==> src/rtl/pulse_sched_pkg.sv <==
// Shared types and helpers for the pulse-sharing scheduler.
//   state_t : scheduler FSM states
//   idw()   : index width, never less than one bit
//   rr_next : round-robin search over a request vector (up to MAXN sources)
package pulse_sched_pkg;

  typedef enum logic [1:0] {S_IDLE, S_FIRE, S_GUARD} state_t;

  // Widest source vector rr_next can search; callers zero-extend to this.
  localparam int MAXN = 32;
  localparam int MAXW = 5;

  function automatic int idw(input int n);
    return (n <= 2) ? 1 : $clog2(n);
  endfunction

  // First set bit of vec at or after ptr+1 (mod n). Returns 0 when vec is
  // empty; callers qualify with |vec.
  function automatic int rr_next(input int n, input int ptr,
                                 input logic [MAXN-1:0] vec);
    int   w;
    int   idx;
    logic found;
    w     = 0;
    found = 1'b0;
    for (int k = 1; k <= MAXN; k++) begin
      idx = (ptr + k) % n;
      if (k <= n && !found && vec[idx[MAXW-1:0]]) begin
        w     = idx;
        found = 1'b1;
      end
    end
    return w;
  endfunction

endpackage

==> src/rtl/rr_pick.sv <==
// Combinational round-robin picker.
//   vec : per-source request bits
//   ptr : last granted index; search starts at ptr+1
//   win : granted index (valid when any=1)
//   any : at least one request present
module rr_pick
  import pulse_sched_pkg::*;
#(
  parameter  int N   = 4,
  localparam int IDW = idw(N)
) (
  input  logic [N-1:0]   vec,
  input  logic [IDW-1:0] ptr,
  output logic [IDW-1:0] win,
  output logic           any
);

  logic [MAXN-1:0] vec_ext;

  always_comb begin
    vec_ext        = '0;
    vec_ext[N-1:0] = vec;
    win            = IDW'(rr_next(N, int'(ptr), vec_ext));
    any            = |vec;
  end

endmodule

==> src/rtl/pulse_share_sched.sv <==
// Round-robin scheduler sharing one pulse broadener between N event sources.
// Each req cycle is counted per source; pending events are replayed one at a
// time as a single-cycle pulse_out, followed by GUARD hold-off cycles so that
// consecutive broadened pulses stay apart.
//   clock, rst_n : clock, async active-low reset
//   req          : per-source event pulses
//   en           : allows new grants (in-flight sequence always completes)
//   pulse_out    : one-cycle pulse to broadener d
//   owner_id     : source owning the current/last pulse
//   owner_vld    : owner_id valid, FIRE through last GUARD cycle
//   done         : last GUARD cycle
//   busy         : FSM not idle
//   overflow     : event dropped on a saturated counter (one cycle, delayed)
//   pending_nz   : per-source counter non-zero
module pulse_share_sched
  import pulse_sched_pkg::*;
#(
  parameter  int N     = 4,
  parameter  int CW    = 2,
  parameter  int LEN   = 4,
  parameter  int LAT   = 2,
  parameter  int GUARD = LEN + LAT,
  localparam int IDW   = idw(N),
  localparam int GW    = idw(GUARD)
) (
  input  logic           clock,
  input  logic           rst_n,
  input  logic [N-1:0]   req,
  input  logic           en,
  output logic           pulse_out,
  output logic [IDW-1:0] owner_id,
  output logic           owner_vld,
  output logic           done,
  output logic           busy,
  output logic [N-1:0]   overflow,
  output logic [N-1:0]   pending_nz
);

  // Pulses repeat every GUARD+2 cycles; that must exceed the broadened width.
  if (N < 2 || GUARD < 1 || LAT < 0 || GUARD + 2 <= LEN) begin : g_bad_cfg
    $error("pulse_share_sched: invalid parameter set");
  end

  state_t               state, state_d;
  logic [GW-1:0]        gcnt, gcnt_d;
  logic [IDW-1:0]       rr_ptr;
  logic [N-1:0][CW-1:0] cnt;
  logic [N-1:0]         inc, dec, sat;
  logic [IDW-1:0]       win;
  logic                 any;
  logic                 grant;

  always_comb begin
    for (int i = 0; i < N; i++) pending_nz[i] = (cnt[i] != '0);
  end

  rr_pick #(.N(N)) u_pick (
    .vec (pending_nz),
    .ptr (rr_ptr),
    .win (win),
    .any (any)
  );

  always_comb begin
    state_d = state;
    gcnt_d  = gcnt;
    grant   = 1'b0;
    case (state)
      S_IDLE: begin
        if (en && any) begin
          grant   = 1'b1;
          state_d = S_FIRE;
        end
      end
      S_FIRE: begin
        state_d = S_GUARD;
        gcnt_d  = GW'(GUARD - 1);
      end
      S_GUARD: begin
        if (gcnt == '0) state_d = S_IDLE;
        else            gcnt_d  = gcnt - 1'b1;
      end
      default: state_d = S_IDLE;
    endcase
  end

  // A saturated counter still accepts an event when the same edge grants it,
  // since the grant frees one slot.
  always_comb begin
    for (int i = 0; i < N; i++) begin
      sat[i] = (cnt[i] == {CW{1'b1}});
      dec[i] = grant && (win == IDW'(i));
      inc[i] = req[i] && (!sat[i] || dec[i]);
    end
  end

  always_ff @(posedge clock or negedge rst_n) begin
    if (!rst_n) begin
      cnt      <= '0;
      overflow <= '0;
    end else begin
      for (int i = 0; i < N; i++) begin
        cnt[i]      <= cnt[i] + CW'(inc[i]) - CW'(dec[i]);
        overflow[i] <= req[i] && sat[i] && !dec[i];
      end
    end
  end

  // Outputs are flopped from next-state decode so they line up with state.
  always_ff @(posedge clock or negedge rst_n) begin
    if (!rst_n) begin
      state     <= S_IDLE;
      gcnt      <= '0;
      rr_ptr    <= IDW'(N - 1);
      owner_id  <= '0;
      pulse_out <= 1'b0;
      owner_vld <= 1'b0;
      busy      <= 1'b0;
      done      <= 1'b0;
    end else begin
      state     <= state_d;
      gcnt      <= gcnt_d;
      pulse_out <= (state_d == S_FIRE);
      owner_vld <= (state_d != S_IDLE);
      busy      <= (state_d != S_IDLE);
      done      <= (state_d == S_GUARD) && (gcnt_d == '0);
      if (grant) begin
        owner_id <= win;
        rr_ptr   <= win;
      end
    end
  end

endmodule

==> config.mk <==
export PLATFORM = sky130hd
export DESIGN_NAME = pulse_share_sched
export DESIGN_NICKNAME = d
export VERILOG_FILES = /design/src/rtl/pulse_sched_pkg.sv /design/src/rtl/rr_pick.sv /design/src/rtl/pulse_share_sched.sv
export SDC_FILE = /design/constraint.sdc
export NUM_CORES = 1
export LEC_CHECK = 0
export CORE_ASPECT_RATIO = 0.8
export CORE_UTILIZATION = 25
export DETAILED_ROUTE_END_ITERATION = 12
export GPL_TIMING_DRIVEN = 1
export SLEW_MARGIN = 10
export SYNTH_ARGS = -nofsm -noshare
export SYNTH_HDL_FRONTEND = slang
export SYNTH_SLANG_ARGS = --single-unit
==> constraint.sdc <==
create_clock -name clock -period 3.63 [get_ports clock]
set_input_delay 0.5445 -clock clock [delete_from_list [all_inputs] [get_ports clock]]
set_output_delay 0.5445 -clock clock [all_outputs]
set_load 0.01 [all_outputs]
==> impl_metrics.toml <==
[status]
status = "finished clean"

[clock_network]
hold_buffers = 0
root_buffer = "clkbuf_8"
path_clk_slew_ns = 0.09
ctsResizeCount = 0
cts_buffers = 3
cts.sinks = 24
clockBufferDepth = 2
postCtsSetupBuffers = 0
htreeDepth = 1
clk_latency_ns = 0.26
cts_tree = "done"

[pwr]
power_mw = 1.55
ir_drop_v = 0.000258
p_per_area_nw_per_um2 = 925
p_leak_nw = 0.720

[setup_path]
critPathBufInv = 1
path_cells = "or4_1, o31ai_1, o21ai_1, o211ai_1, nand2_1, ha_1, inv_1, ha_1, xnor2_1, xnor2_1"
critical_path_arrival_ns = 2.75
r2r_setup_slack_ns = 1.07
critPathLaunchType = "flop"
required_ns = 3.82
cp_max_fo = 6
r2r_cells = 10
cpPeakStageDelay_ns = 0.56
r2r-end = "cnt[5]"
worstReg2RegStart = "cnt[1]"
critPathSlowestCell = "or4_1"
end_kind = "flop"
critPathKind = "flop to flop"
cp_top_family = "simple AND/OR/NAND/NOR gates"

[routing]
post-route-drc-count = 0
drt_iter0_markers = 45
wirelength_um = 2540
vias = 964
ant_nets = 0
wire_per_inst_um = 11.8
firstDrtPassIters = 4
via_per_inst = 4.48

[synthesis]
post-synth-top-count-cell = "dfrtp_1"
ys_top_cells_by_area = "dfrtp_1, ha_1, xnor2_1, dfstp_2, inv_1"
yosysSeqAreaShare = 0.454
synthArstFlopShare = 1.00
synthDistinctLibCells = 40
synth_edf_count = 0
syn_inst = 129
syn-mean-instance-area_um2 = 10.3
yosysWarnings = 0
synth_largest_area_cell = "dfrtp_1"
synth_commonest_cells = "dfrtp_1, inv_1, ha_1, nor2_1, nand2_1"
synth_nets = 147
synth_top_area_frac = 0.414
synthesis.area_um2 = 1330
synth-seq-cells = 24
synthFlopType = "dfrtp_1"

[sta]
drv_slew = 0
tightest_slew_ns = 1.04
finalHoldViolCount = 0
fin_tns_setup_ns = 0
rsz0062_at_grt = "false"
slew_headroom = 0.307
max_freq_mhz = 390
setup_violations = 0
skew_ns = 0.00438
layout_min_cycle_time_ns = 2.56
final.period_utilization = 0.706

[global_routing]
grt_max_degree = 24
grt_pass1_wl_um = 4360
grt_pass1_vias = 935
antenna_found_initial = 0
gr-total-overflow = 0
grt_usage = 0.0975

[placed_design]
dp_hpwl_um = 1940
numPortBuffers = 20
globalplace.congestion = 0.780

[floorplan]
die_area_um2 = 5610
initial_core_util = 0.262
die_w_um = 83.5
num_io_pins = 21
rows = 23
core_um2 = 5060
die_h_um = 67.2

[finish]
drive_above_1_share = 0.118
diodes = 0
nets = 172
fin_util = 0.331
syn_to_final_growth_pct = 26.3

[hold_path]
min_to = "owner_id[0]"
min_from = "owner_id[0]"
hp-class = "flop to flop"
hold_depth = 1

[run]
maxCapViolCount = 0
[sequential cells by signal (all words and copies together) (netlist names)]
signal,flops
busy,1
cnt,8
done,1
gcnt,3
overflow,4
owner_id,2
pulse_out,1
rr_ptr,2
state,2
[metal layers]
layer,global-route usage,part of all wire,up-vias
li1,-,-,492
met3,0.0159,0.023,0
met2,0.143,0.42,15
met4,0.0254,0,0
met5,0,0,-
met1,0.148,0.55,457
[logic make-up (layout without fill, tap and decap cells)]
family                   after synthesis  in the layout  synth area share
adder cells (fa/ha/maj)               11             11             0.104
flip-flops                            24             24             0.454
buffers and inverters                 15             39            0.0452
multiplexers                           2              2            0.0151
AND/OR/NAND/NOR                       45             45             0.204
XOR/XNOR                               8              8            0.0527
AO/OA/AOI/OAI                         24             24             0.125
[final cells by class]
| class | instances | area [um^2] |
|---|---|---|
| fill | 527 | 3390 |
| multi-input combinational | 90 | 666 |
| sequential | 24 | 603 |
| timing repair buffer | 21 | 208 |
| tap | 62 | 77.6 |
| inverter | 14 | 52.6 |
| clock buffer | 3 | 41.3 |
| clock inverter | 1 | 30.0 |
[cells in the final DEF, fill, tap and decap left out, types with 2 or more instances in the layout]
cell and n:
and2_1 2, clkbuf_8 3, clkdlybuf4s50_1 20, dfrtp_1 22, dfstp_2 2, ha_1 11
inv_1 14, mux2i_1 2, nand2_1 9, nand2b_1 2, nor2_1 10, nor2_4 2
nor2b_1 2, nor3_1 3, nor3_2 3, nor4_1 2, o211ai_1 2, o21a_1 2
o21ai_0 7, o21bai_1 2, or3_1 2, xnor2_1 8
[how the worst max path moves through the flow]
stage | startpoint | to | slack (ns) | cells past startpoint
after floorplan | rr_ptr[1] | cnt[5] | 1.24 | 10
after global placement | en | cnt[5] | 1.11 | 11
after detailed placement | en | cnt[5] | 1.02 | 11
after CTS | cnt[1] | cnt[5] | 1.06 | 10
after global routing | cnt[1] | cnt[5] | 0.89 | 10
final | cnt[1] | cnt[5] | 1.07 | 10
[through the flow]
| stage | std cells | cell area (um^2) | hold slack [ns] | setup slack [ns] |
|---|---|---|---|---|
| global placement | 211 | 1610 | 0.495 | 1.11 |
| detailed placement | 211 | 1610 | 0.490 | 1.02 |
| CTS | 215 | 1680 | 0.528 | 1.06 |
| global route | 215 | 1680 | 0.554 | 0.886 |
| finish | 215 | 1680 | 0.518 | 1.07 |
| floorplan | 129 | 1330 | 0.249 | 1.24 |
[report_power, final]
group          switching (mW)  leakage, nW  internal [mW]
clock network          0.0872       0.0357          0.147
logic                   0.401        0.388          0.400
registers               0.121        0.296          0.396
Note: power is estimated with default switching activity, not from simulation.
